===== config.mk =====
export PLATFORM = sky130hd
export DESIGN_NAME = vgroup_wb_collector
export DESIGN_NICKNAME = d
export VERILOG_FILES = /design/src/rtl/vgroup_pkg.sv /design/src/rtl/vgroup_scoreboard.sv /design/src/rtl/vgroup_wb_collector.sv
export SDC_FILE = /design/constraint.sdc
export NUM_CORES = 1
export LEC_CHECK = 0
export BUFFER_PORTS_ARGS = -buffer_cell sky130_fd_sc_hd__buf_2
export CORE_MARGIN = 5
export CORE_UTILIZATION = 45
export DETAILED_ROUTE_END_ITERATION = 7
export GPL_TIMING_DRIVEN = 0
export PLACE_DENSITY = 0.77
export SETUP_SLACK_MARGIN = 0.2
export SYNTH_ARGS = -nofsm -noshare
export SYNTH_HDL_FRONTEND = slang
export SYNTH_SLANG_ARGS = --single-unit

===== constraint.sdc =====
create_clock -name clk -period 2.7 [get_ports clk]
set_input_delay 0.405 -clock clk [delete_from_list [all_inputs] [get_ports clk]]
set_output_delay 0.405 -clock clk [all_outputs]
set_load 0.03 [all_outputs]

===== src/rtl/vgroup_pkg.sv =====
// Shared definitions for LMUL register grouping: LMUL encodings, the
// encoding-to-count decode (also used by the grouping selector) and the
// collector FSM states.
package vgroup_pkg;

  localparam logic [2:0] LMUL_1 = 3'b000;
  localparam logic [2:0] LMUL_2 = 3'b001;
  localparam logic [2:0] LMUL_4 = 3'b010;
  localparam logic [2:0] LMUL_8 = 3'b011;

  typedef enum logic {
    ST_IDLE    = 1'b0,
    ST_COLLECT = 1'b1
  } state_t;

  // Number of registers in a group; 0 flags a reserved (1xx) encoding.
  function automatic logic [3:0] lmul_decode(input logic [2:0] enc);
    case (enc)
      LMUL_1:  return 4'd1;
      LMUL_2:  return 4'd2;
      LMUL_4:  return 4'd4;
      LMUL_8:  return 4'd8;
      default: return 4'd0;
    endcase
  endfunction

endpackage


===== src/rtl/vgroup_scoreboard.sv =====
// Busy mask over the vector registers: a group start marks a contiguous
// range busy, each completed write clears one bit, flush clears all.
module vgroup_scoreboard #(
  parameter int NREG = 32
) (
  input  logic            clk,
  input  logic            rst_n,
  input  logic            set_en,
  input  logic [4:0]      set_base,
  input  logic [3:0]      set_n,
  input  logic            clr_en,
  input  logic [4:0]      clr_idx,
  input  logic            flush,
  output logic [NREG-1:0] mask
);

  logic [NREG-1:0] set_mask;
  logic [NREG-1:0] clr_mask;

  // Expand (base, n) into a range of bits and the clear index into one bit.
  always_comb begin
    set_mask = '0;
    clr_mask = '0;
    for (int i = 0; i < NREG; i++) begin
      if (set_en && (i >= int'(set_base)) && (i < int'(set_base) + int'(set_n)))
        set_mask[i] = 1'b1;
      if (clr_en && (i == int'(clr_idx)))
        clr_mask[i] = 1'b1;
    end
  end

  // Flush wins; otherwise set and clear are applied together.
  always_ff @(posedge clk or negedge rst_n) begin
    if (!rst_n)     mask <= '0;
    else if (flush) mask <= '0;
    else            mask <= (mask | set_mask) & ~clr_mask;
  end

endmodule


===== src/rtl/vgroup_wb_collector.sv =====
// Write-back collector for LMUL register groups. Accepts a group header,
// checks that micro-op results arrive in order (cnt 0..N-1, rdest = base+cnt)
// and writes each to the register file one cycle after acceptance.
//
// Handshake: a transfer happens on a rising edge where valid and ready are
// both high. grp_ready = IDLE, uop_ready = COLLECT; ready never depends on
// valid. A mismatching micro-op is still consumed (and dropped) while ready.
module vgroup_wb_collector
  import vgroup_pkg::*;
#(
  parameter int DATA_W = 128,
  parameter int NREG   = 32
) (
  input  logic              clk,
  input  logic              rst_n,
  input  logic              grp_start_valid,
  output logic              grp_ready,
  input  logic [4:0]        grp_rdest,
  input  logic [2:0]        grp_lmul,
  input  logic              uop_valid,
  output logic              uop_ready,
  input  logic [2:0]        uop_cnt,
  input  logic [4:0]        uop_rdest,
  input  logic [DATA_W-1:0] uop_data,
  input  logic              flush,
  output logic              vrf_we,
  output logic [4:0]        vrf_waddr,
  output logic [DATA_W-1:0] vrf_wdata,
  output logic [NREG-1:0]   busy_mask,
  output logic              grp_done,
  output logic              err_seq,
  input  logic              err_clr
);

  state_t     state_q, state_d;
  logic [4:0] base_q, base_d;
  logic [3:0] n_q, n_d;
  logic [2:0] exp_q, exp_d;

  logic [3:0] start_n;
  logic       start_ok;
  logic       wr_d, done_d, err_set;
  logic       sb_set, sb_clr;
  logic       uop_match;

  assign grp_ready = (state_q == ST_IDLE);
  assign uop_ready = (state_q == ST_COLLECT);

  // Next-state, acceptance and error detection; flush overrides all of it.
  always_comb begin
    start_n   = lmul_decode(grp_lmul);
    start_ok  = (start_n != 4'd0) &&
                ((grp_rdest & ({1'b0, start_n} - 5'd1)) == 5'd0);
    uop_match = (uop_cnt == exp_q) && (uop_rdest == base_q + {2'b00, exp_q});
    state_d   = state_q;
    base_d    = base_q;
    n_d       = n_q;
    exp_d     = exp_q;
    wr_d      = 1'b0;
    done_d    = 1'b0;
    err_set   = 1'b0;
    sb_set    = 1'b0;
    sb_clr    = 1'b0;
    if (flush) begin
      state_d = ST_IDLE;
      exp_d   = 3'd0;
    end else begin
      case (state_q)
        ST_IDLE: begin
          if (grp_start_valid) begin
            if (start_ok) begin
              base_d  = grp_rdest;
              n_d     = start_n;
              exp_d   = 3'd0;
              sb_set  = 1'b1;
              state_d = ST_COLLECT;
            end else begin
              err_set = 1'b1;
            end
          end
        end
        ST_COLLECT: begin
          if (uop_valid) begin
            if (uop_match) begin
              wr_d   = 1'b1;
              sb_clr = 1'b1;
              exp_d  = exp_q + 3'd1;
              if ({1'b0, exp_q} == n_q - 4'd1) begin
                done_d  = 1'b1;
                exp_d   = 3'd0;
                state_d = ST_IDLE;
              end
            end else begin
              err_set = 1'b1;
            end
          end
        end
        default: state_d = ST_IDLE;
      endcase
    end
  end

  // FSM state and group context.
  always_ff @(posedge clk or negedge rst_n) begin
    if (!rst_n) begin
      state_q <= ST_IDLE;
      base_q  <= 5'd0;
      n_q     <= 4'd0;
      exp_q   <= 3'd0;
    end else begin
      state_q <= state_d;
      base_q  <= base_d;
      n_q     <= n_d;
      exp_q   <= exp_d;
    end
  end

  // Registered register-file write; address/data hold when idle.
  always_ff @(posedge clk or negedge rst_n) begin
    if (!rst_n) begin
      vrf_we    <= 1'b0;
      vrf_waddr <= 5'd0;
      vrf_wdata <= '0;
      grp_done  <= 1'b0;
    end else begin
      vrf_we   <= wr_d;
      grp_done <= done_d;
      if (wr_d) begin
        vrf_waddr <= uop_rdest;
        vrf_wdata <= uop_data;
      end
    end
  end

  // Sticky error flag; a new error in the clearing cycle keeps it set.
  always_ff @(posedge clk or negedge rst_n) begin
    if (!rst_n)       err_seq <= 1'b0;
    else if (err_set) err_seq <= 1'b1;
    else if (err_clr) err_seq <= 1'b0;
  end

  vgroup_scoreboard #(.NREG(NREG)) u_scoreboard (
    .clk      (clk),
    .rst_n    (rst_n),
    .set_en   (sb_set),
    .set_base (grp_rdest),
    .set_n    (start_n),
    .clr_en   (sb_clr),
    .clr_idx  (uop_rdest),
    .flush    (flush),
    .mask     (busy_mask)
  );

endmodule


==> results.sh, run 1 <==
export IMPL_nFillCells=1409
export IMPL_area_delta_synth_final_pct=44.0
export IMPL_cts_root_buffer="clkbuf_16"
export IMPL_final_layout_size_suffix_gt1_frac=0.557
export IMPL_hold_viol=0
export IMPL_clock_sinks=181
export IMPL_cp_common_cell="buf_12"
export IMPL_start_kind="flip-flop"
export IMPL_dr_wl_met2_um=14800
export IMPL_routed_wl_met3_um=2330
export IMPL_layout_commonest_cell="buf_2"
export IMPL_syn_nets=851
export IMPL_swShare=0.274
export IMPL_layout_cell_area_non_filler_um2=12100
export IMPL_die_w_um=147
export IMPL_grtUsageTotal=0.259
export IMPL_overflow=0
export IMPL_max_cap_violations=0
export IMPL_fin_skew_ns=0.0104
export IMPL_max_vdd_ir_drop_mv=0.431
export IMPL_ys_types=71
export IMPL_nNetsFinal=1222
export IMPL_intPower_uw=4360
export IMPL_setup_viol=0
export IMPL_finalPower_uw=6000
export IMPL_worstPathMaxFanout=8
export IMPL_status="finished, final reports clean"
export IMPL_path_cells="ha_4 > inv_2 > fa_1 > xnor2_1 > xnor2_1 > and4b_1 > nand3_2 > inv_2 > buf_12 > buf_12 > buf_12 > buf_16 > mux2_4"
export IMPL_clkPwrFrac=0.421
export IMPL_netlist_instances=688
export IMPL_syn_area_um2=8420
export IMPL_place_area_um2=10500
export IMPL_grt_pass1_vias=7637
export IMPL_p_sw_uw=1650
export IMPL_p_leak_uw=0.00641
export IMPL_finalCritPeriodShare=0.987
export IMPL_yosysWarnings=0
export IMPL_routed_wl_um=29100
export IMPL_antenna_found_initial=6
export IMPL_grt_pass1_wl_um=44100
export IMPL_clock_path_buffers=2
export IMPL_drv_slew=0
export IMPL_dr_pass1_iters=6
export IMPL_grt_max_degree=122
export IMPL_clock_latency_ns=0.43
export IMPL_pwr_share_seq=0.463
export IMPL_avgSynthCellArea_um2=12.2
export IMPL_wire_per_inst_um=22.2
export IMPL_ys_seq_elements=181
export IMPL_clock_fmax_ghz=0.375
export IMPL_core_area_um2=18600
export IMPL_synth_seq_area_share=0.538
export IMPL_end_kind="flip-flop"
export IMPL_viasPerCell=5.59
export IMPL_power_frac_comb=0.116
export IMPL_required_ns=3.01
export IMPL_die_h_um=147
export IMPL_drt_first_iter_violations=492
export IMPL_hold_path_class="in2reg"
export IMPL_vias=7340
export IMPL_setup_tns_final_ns=0
export IMPL_r2r_slack_ns=0.04
export IMPL_whs_ns=0.198
export IMPL_drt_met1_wl_um=11400
export IMPL_top_layer_used="met4"
export IMPL_portBuffers=315
export IMPL_clkSlewWorstSetupHoldPaths_ns=0.07
export IMPL_synthFlopType="dfrtp_1"
export IMPL_rows=50
export IMPL_cts_buffers=17
export IMPL_die_area_um2=21500
export IMPL_max_slew_worst_pin_slew_ns=0.794
export IMPL_async_flop_share=1.00
export IMPL_final_cell_mix="buf_2, dfrtp_1, mux2_4"
export IMPL_start_util=0.453
export IMPL_slowest_stage="fa_1"
export IMPL_critical_path_arrival_ns=2.98
export IMPL_rsz0062_at_grt="true"
export IMPL_relSlewSlack=0.470
export IMPL_synth_edf_count=0
export IMPL_dp_hpwl_um=20600
export IMPL_ioPinCount=320
export IMPL_slowest_delay_ns=0.42
export IMPL_cts_tree="done"
export IMPL_drt_antenna_violating_nets=0
export IMPL_p_per_area_nw_per_um2=495
export IMPL_worst_setup_path_type="reg2reg"
export IMPL_htree_levels=4
export IMPL_place_gp_congestion=0.916
export IMPL_period_needed_ns=2.66
export IMPL_drc=0
## Yosys cell counts, types with 3 or more instances
cell,number,area [um2]
a21o_1,6,45.0
or3_1,6,37.5
xor2_1,8,70.1
nor2_1,19,71.3
a21oi_1,32,160
and3_1,8,50.1
nor2b_1,7,43.8
mux2_2,96,1080
inv_1,21,78.8
nor4_1,4,25.0
clkbuf_1,11,41.3
a32oi_1,12,105
ha_1,11,138
a221oi_1,7,61.3
nor3_1,7,35.0
a211oi_1,9,67.6
mux2_1,33,372
nand2_1,49,184
a221o_1,3,30.0
o21a_1,4,30.0
buf_6,6,67.6
o31ai_1,3,22.5
nand2b_1,3,18.8
o21ai_0,27,135
nand3_1,14,70.1
buf_4,12,90.1
dfrtp_1,181,4530
buf_2,10,50.1
a31oi_1,6,37.5
xnor2_1,10,87.6
nor3b_1,4,30.0
a211o_1,3,26.3
o211ai_1,6,45.0
## power by group through the flow
stage | Combinational [uW] | Clock [uW] | Sequential [uW]
floorplan | 321 | 0 | 2850
global placement | 603 | 0 | 2830
detailed placement | 617 | 0 | 2830
CTS | 658 | 2560 | 2780
global route | 756 | 2670 | 2790
finish | 696 | 2530 | 2780
## timing repair
item                                    in CTS  in global routing
hold endpoints to repair                    60                  0
cloned                                       5                  2
hold buffers                                 1                  0
pin swaps                                   19                 13
endpoints found under the setup margin     169                168
setup buffers                               19                  9
gates resized for setup                    100                 35
## routing by layer
| layer | GRT usage | vias up |
|---|---|---|
| met5 | 0 | - |
| met4 | 0.0880 | 0 |
| met3 | 0.0722 | 40 |
| met2 | 0.435 | 366 |
| met1 | 0.325 | 3672 |
| li1 | - | 3262 |
## worst max-delay path, delay by kind of cell, from the launching register on
kind                     cells  cell delay [ns]
flip-flops                   1             0.40
multiplexers                 1             0.30
buffers and inverters        6             0.61
adder cells (fa/ha/maj)      2             0.58
XOR/XNOR                     2             0.32
AND/OR/NAND/NOR              2             0.34
## final timing paths
kind / startpoint / endpoint / cells after the start
max: base_q[0]$_DFFE_PN0P_ / vrf_wdata[122]$_DFFE_PN0P_ / 13
min: uop_valid / uop_ready$_DFF_PN0_ / 2
max reg2reg: base_q[0]$_DFFE_PN0P_ / vrf_wdata[122]$_DFFE_PN0P_ / 13
min reg2reg: vrf_waddr[1]$_DFFE_PN0P_ / vrf_waddr[1]$_DFFE_PN0P_ / 2
max in group asynchronous: rst_n / vrf_wdata[65]$_DFFE_PN0P_ / 3
min in group asynchronous: rst_n / vrf_wdata[112]$_DFFE_PN0P_ / 2
## metrics by stage
stage	cells	util	setup WS, ns
floorplan	688	-	-0.0799
global placement	1237	0.564	-1.67
detailed placement	1238	0.566	-0.589
CTS	1295	0.638	-0.0403
global route	1312	0.652	-0.0796
finish	1312	0.652	0.0364
## registers in the layout (all words and copies together) (netlist names)
register           flops
base_q                 5
err_seq                1
exp_q                  3
grp_done               1
n_q                    4
u_scoreboard.mask     32
uop_ready              1
vrf_waddr              5
vrf_wdata            128
vrf_we                 1
## cells by family after synthesis
logic type / Yosys count / synth area share
compound gates: 141 / 0.118
xor+xnor: 18 / 0.0187
fa+ha+maj: 13 / 0.0211
buf+inv: 64 / 0.0409
flops: 181 / 0.538
mux: 131 / 0.175
simple gates: 140 / 0.0879
## final cells by class
class,instances,area (um2),share of cell area
diodes,6,15.0,0.00124
inverters,23,91.3,0.00754
flip-flops and latches,181,4530,0.374
repair buffers,351,2090,0.173
multi-input cells,444,4070,0.336
well taps,234,293,0.0242
plain buffers,41,434,0.0358
clock inverters,14,164,0.0135
clock buffers,18,429,0.0354
No activity file was read; power rests on OpenSTA's default activity.
==> run 2, diff against run 1 <==
==> constraint.sdc (replaced) <==
create_clock -name clk -period 2.7 [get_ports clk]
set_input_delay 0.405 -clock clk [delete_from_list [all_inputs] [get_ports clk]]
set_output_delay 0.405 -clock clk [all_outputs]
set_load 0.005 [all_outputs]
==> results.sh, run 2 (synthesized netlist as in run 1, its figures left out) <==
export IMPL_start_util=0.453
export IMPL_grt_max_degree=100
export IMPL_max_cap_violations=0
export IMPL_worst_setup_path_type="reg2reg"
export IMPL_viasPerCell=5.57
export IMPL_hold_viol=0
export IMPL_cp_common_cell="buf_12"
export IMPL_routed_wl_um=28700
export IMPL_finalPower_uw=6000
export IMPL_area_delta_synth_final_pct=44.8
export IMPL_drc=0
export IMPL_overflow=0
export IMPL_p_per_area_nw_per_um2=492
export IMPL_max_slew_worst_pin_slew_ns=0.785
export IMPL_drv_slew=0
export IMPL_dr_wl_met2_um=14300
export IMPL_drt_met1_wl_um=11200
export IMPL_antenna_found_initial=2
export IMPL_end_kind="flip-flop"
export IMPL_final_cell_mix="buf_2, dfrtp_1, mux2_4"
export IMPL_top_layer_used="met5"
export IMPL_ioPinCount=320
export IMPL_largest_register_ff_count=128
export IMPL_required_ns=3.01
export IMPL_crit_family="buffers and inverters"
export IMPL_rows=50
export IMPL_path_cells="ha_4 > inv_2 > fa_1 > xnor2_1 > xnor2_1 > and4b_1 > nand3_2 > inv_2 > buf_12 > buf_12 > buf_12 > buf_12 > mux2_4"
export IMPL_drt_first_iter_violations=510
export IMPL_status="complete, but fails checks"
export IMPL_finalCritPeriodShare=1.00
export IMPL_violations="setup timing"
export IMPL_relSlewSlack=0.477
export IMPL_die_w_um=147
export IMPL_rsz0062_at_grt="true"
export IMPL_grt_pass1_vias=7655
export IMPL_clock_sinks=181
export IMPL_cts_tree="done"
export IMPL_max_vdd_ir_drop_mv=0.392
export IMPL_critical_path_arrival_ns=3.02
export IMPL_fin_skew_ns=0.0122
export IMPL_layout_commonest_cell="buf_2"
export IMPL_setup_viol=2
export IMPL_regMostFlops="vrf_wdata"
export IMPL_nFillCells=1373
export IMPL_p_leak_uw=0.00644
export IMPL_routed_wl_met3_um=2650
export IMPL_wire_per_inst_um=21.9
export IMPL_clock_path_buffers=2
export IMPL_final_layout_size_suffix_gt1_frac=0.561
export IMPL_die_area_um2=21500
export IMPL_vias=7294
export IMPL_reg_top3="vrf_wdata x128, u_scoreboard.mask x32"
export IMPL_clkSlewWorstSetupHoldPaths_ns=0.08
export IMPL_dr_pass1_iters=5
export IMPL_hold_path_class="in2reg"
export IMPL_worst_slack_ns=-0.00456
export IMPL_start_kind="flip-flop"
export IMPL_nNetsFinal=1224
export IMPL_slowest_delay_ns=0.41
export IMPL_worstPathMaxFanout=7
export IMPL_path_buf_inv=6
export IMPL_cts_buffers=17
export IMPL_place_gp_congestion=0.926
export IMPL_htree_levels=4
export IMPL_clock_fmax_ghz=0.370
export IMPL_slowest_stage="dfrtp_1"
export IMPL_core_area_um2=18600
export IMPL_place_area_um2=10500
export IMPL_portBuffers=315
export IMPL_period_needed_ns=2.70
export IMPL_grtUsageTotal=0.259
export IMPL_clock_latency_ns=0.43
export IMPL_grt_pass1_wl_um=44000
export IMPL_layout_cell_area_non_filler_um2=12200
export IMPL_drt_antenna_violating_nets=0
export IMPL_dp_hpwl_um=20300
export IMPL_cts_root_buffer="clkbuf_16"
export IMPL_die_h_um=147
run 2: worst paths after layout:
path,startpoint,end,slack (ns),cells past startpoint
worst max-delay path,base_q[0]$_DFFE_PN0P_,vrf_wdata[123]$_DFFE_PN0P_,-0.005,13
worst min-delay path,uop_data[65],vrf_wdata[65]$_DFFE_PN0P_,0.20,2
worst max register to register,base_q[0]$_DFFE_PN0P_,vrf_wdata[123]$_DFFE_PN0P_,-0.005,13
worst min register to register,vrf_waddr[0]$_DFFE_PN0P_,vrf_waddr[0]$_DFFE_PN0P_,0.49,2
max in group asynchronous,rst_n,vrf_wdata[94]$_DFFE_PN0P_,1.24,3
min in group asynchronous,rst_n,vrf_wdata[17]$_DFFE_PN0P_,0.56,2
run 2: cell type report:
| cell class | instances | area (um2) | share of cell area |
|---|---|---|---|
| flip-flops and latches | 181 | 4530 | 0.372 |
| multi-input cells | 444 | 4090 | 0.335 |
| repair buffers | 353 | 2150 | 0.176 |
| clock buffers | 18 | 439 | 0.0360 |
| plain buffers | 41 | 434 | 0.0356 |
| well taps | 234 | 293 | 0.0240 |
| clock inverters | 14 | 163 | 0.0133 |
| inverters | 23 | 86.3 | 0.00708 |
| diodes | 2 | 5.00 | 0.000411 |
run 2: metrics by stage:
step / setup WS (ns) / hold slack (ns) / TNS, ns / utilization / cells
after CTS: -0.0789 / 0.176 / -2.26 / 0.636 / 1291
final: -0.00456 / 0.196 / -0.00489 / 0.656 / 1310
after detailed placement: -0.526 / 0.436 / -29.42 / 0.566 / 1238
after global placement: -1.64 / 0.457 / -319.62 / 0.564 / 1237
after floorplan: -0.0799 / 0.109 / -0.830 / - / 688
after global routing: -0.0992 / 0.170 / -5.91 / 0.656 / 1309
run 2: layer usage:
metal / vias to the layer above / GRT usage
li1: 3260 / -
met1: 3600 / 0.331
met2: 383 / 0.426
met3: 49 / 0.0833
met4: 2 / 0.0767
met5: - / 0
run 2: power breakdown:
part | leakage [uW] | switching, uW | internal [uW]
sequential | 0.00252 | 31.7 | 2750
combinational | 0.00364 | 388 | 284
clock | 0.000285 | 1200 | 1340
run 2: timing repair:
item                                    in CTS  in global routing
endpoints found under the setup margin     169                168
hold endpoints to repair                    69                  0
hold buffers                                 1                  0
gates cloned                                 4                  6
gates resized for setup                     98                 33
setup buffers                               16                 11
pin swaps                                   17                 20
==> run 3, diff against run 2 <==
--- a/config.mk
+++ b/config.mk
@@ -9,7 +9,7 @@
 export CORE_MARGIN = 5
 export CORE_UTILIZATION = 45
 export DETAILED_ROUTE_END_ITERATION = 7
-export GPL_TIMING_DRIVEN = 0
+export GPL_TIMING_DRIVEN = 1
 export PLACE_DENSITY = 0.77
 export SETUP_SLACK_MARGIN = 0.2
 export SYNTH_ARGS = -nofsm -noshare
==> results.sh, run 3 (synthesized netlist as in run 1, its figures left out) <==
export IMPL_relSlewSlack=0.536
export IMPL_ioPinCount=320
export IMPL_hold_viol=0
export IMPL_start_util=0.453
export IMPL_whs_ns=0.204
export IMPL_clkSlewWorstSetupHoldPaths_ns=0.08
export IMPL_hold_path_class="in2reg"
export IMPL_p_per_area_nw_per_um2=509
export IMPL_fin_skew_ns=0.0149
export IMPL_status="finished, final reports clean"
export IMPL_dp_hpwl_um=20600
export IMPL_worst_setup_path_type="reg2reg"
export IMPL_clock_sinks=181
export IMPL_drt_first_iter_violations=405
export IMPL_viasPerCell=5.48
export IMPL_worstPathMaxFanout=27
export IMPL_max_cap_violations=0
export IMPL_layout_commonest_cell="buf_2"
export IMPL_slowest_stage="fa_2"
export IMPL_clock_latency_ns=0.43
export IMPL_clock_fmax_ghz=0.380
export IMPL_core_area_um2=18600
export IMPL_max_slew_worst_pin_slew_ns=0.694
export IMPL_drc=0
export IMPL_routed_wl_um=27400
export IMPL_overflow=0
export IMPL_start_kind="flip-flop"
export IMPL_fin_cells=1317
export IMPL_period_needed_ns=2.63
export IMPL_place_area_um2=10900
export IMPL_path_buf_inv=3
export IMPL_setup_viol=0
export IMPL_clock_path_buffers=2
export IMPL_portBuffers=319
export IMPL_drv_slew=0
export IMPL_end_kind="flip-flop"
export IMPL_drt_antenna_violating_nets=0
export IMPL_grt_pass1_wl_um=42400
export IMPL_layout_cell_area_non_filler_um2=11600
export IMPL_regMostFlops="vrf_wdata"
export IMPL_place_gp_congestion=0.918
export IMPL_path_cells="ha_4 > inv_2 > fa_2 > xnor2_1 > nor3_2 > and4b_1 > nand3_4 > clkinv_8 > buf_16 > mux2_2"
export IMPL_finalPower_uw=5920
export IMPL_die_w_um=147
export IMPL_largest_register_ff_count=128
export IMPL_crit_family="adder cells"
export IMPL_reg_top3="vrf_wdata x128, u_scoreboard.mask x32"
export IMPL_cts_tree="done"
export IMPL_final_cell_mix="buf_2, dfrtp_1, mux2_2"
export IMPL_rsz0062_at_grt="true"
export IMPL_antenna_found_initial=2
export IMPL_dpl_cell_count=1276
export IMPL_critical_path_arrival_ns=2.93
export IMPL_max_vdd_ir_drop_mv=0.453
export IMPL_final_layout_size_suffix_gt1_frac=0.546
export IMPL_required_ns=3.00
export IMPL_die_area_um2=21500
export IMPL_nFillCells=1463
export IMPL_vias=7223
export IMPL_slowest_delay_ns=0.43
export IMPL_cts_buffers=17
export IMPL_area_delta_synth_final_pct=38.2
export IMPL_finalCritPeriodShare=0.975
export IMPL_htree_levels=4
export IMPL_rows=50
export IMPL_die_h_um=147
export IMPL_p_leak_uw=0.00634
export IMPL_grtUsageTotal=0.250
export IMPL_grt_pass1_vias=7623
export IMPL_wire_per_inst_um=20.8
export IMPL_grt_max_degree=91
export IMPL_nNetsFinal=1231
export IMPL_cts_root_buffer="clkbuf_16"
export IMPL_dr_pass1_iters=5
run 3: per-stage QoR:
| step | setup TNS, ns | worst slack (ns) | utilization |
|---|---|---|---|
| 2_1_floorplan | -0.830 | -0.0799 | - |
| 3_3_place_gp | -3.84 | -0.182 | 0.585 |
| 3_5_place_dp | -4.80 | -0.226 | 0.585 |
| 4_1_cts | 0 | 0.0741 | 0.620 |
| 5_1_grt | -0.0372 | -0.0103 | 0.626 |
| 6_report | 0 | 0.0679 | 0.626 |
run 3: final cells by class:
| type | instances | area [um2] | share of cell area |
|---|---|---|---|
| clock inverter | 13 | 133 | 0.0114 |
| antenna | 2 | 5.00 | 0.000430 |
| inverter | 23 | 98.8 | 0.00850 |
| tap | 234 | 293 | 0.0252 |
| multi-input combinational | 443 | 3760 | 0.323 |
| sequential | 181 | 4530 | 0.389 |
| clock buffer | 19 | 443 | 0.0381 |
| timing repair buffer | 401 | 2370 | 0.204 |
| timing repair inverter | 1 | 6.26 | 0.000538 |
run 3: layer usage:
metal  vias up  global-route usage  wire (um)
met2       350               0.416      13500
met5         -                   0          0
met1      3555               0.318      11100
met4         0              0.0790        715
met3        59              0.0700       2110
li1       3259                   -          -
run 3: power by group:
group	internal, uW	switching, uW
Sequential	2750	32.3
Combinational	313	378
Clock	1260	1180
run 3: worst paths after layout:
check / from / end / slack, ns / depth (start not counted)
worst max-delay path: exp_q[0]$_DFFE_PN0P_ / vrf_wdata[44]$_DFFE_PN0P_ / 0.07 / 10
worst max register to register: exp_q[0]$_DFFE_PN0P_ / vrf_wdata[44]$_DFFE_PN0P_ / 0.07 / 10
min in group asynchronous: rst_n / vrf_wdata[106]$_DFFE_PN0P_ / 0.41 / 2
max in group asynchronous: rst_n / vrf_wdata[94]$_DFFE_PN0P_ / 1.49 / 3
worst min-delay path: uop_data[93] / vrf_wdata[93]$_DFFE_PN0P_ / 0.20 / 2
worst min register to register: vrf_waddr[1]$_DFFE_PN0P_ / vrf_waddr[1]$_DFFE_PN0P_ / 0.47 / 2
run 3: repair_timing:
action                                  CTS  global route
gates resized for setup                   9            16
gates cloned                              1             0
pin swaps                                 1             3
hold buffers                              1             0
endpoints found under the setup margin  160           162
setup buffers                             2             3
endpoints found under the hold margin    27             0
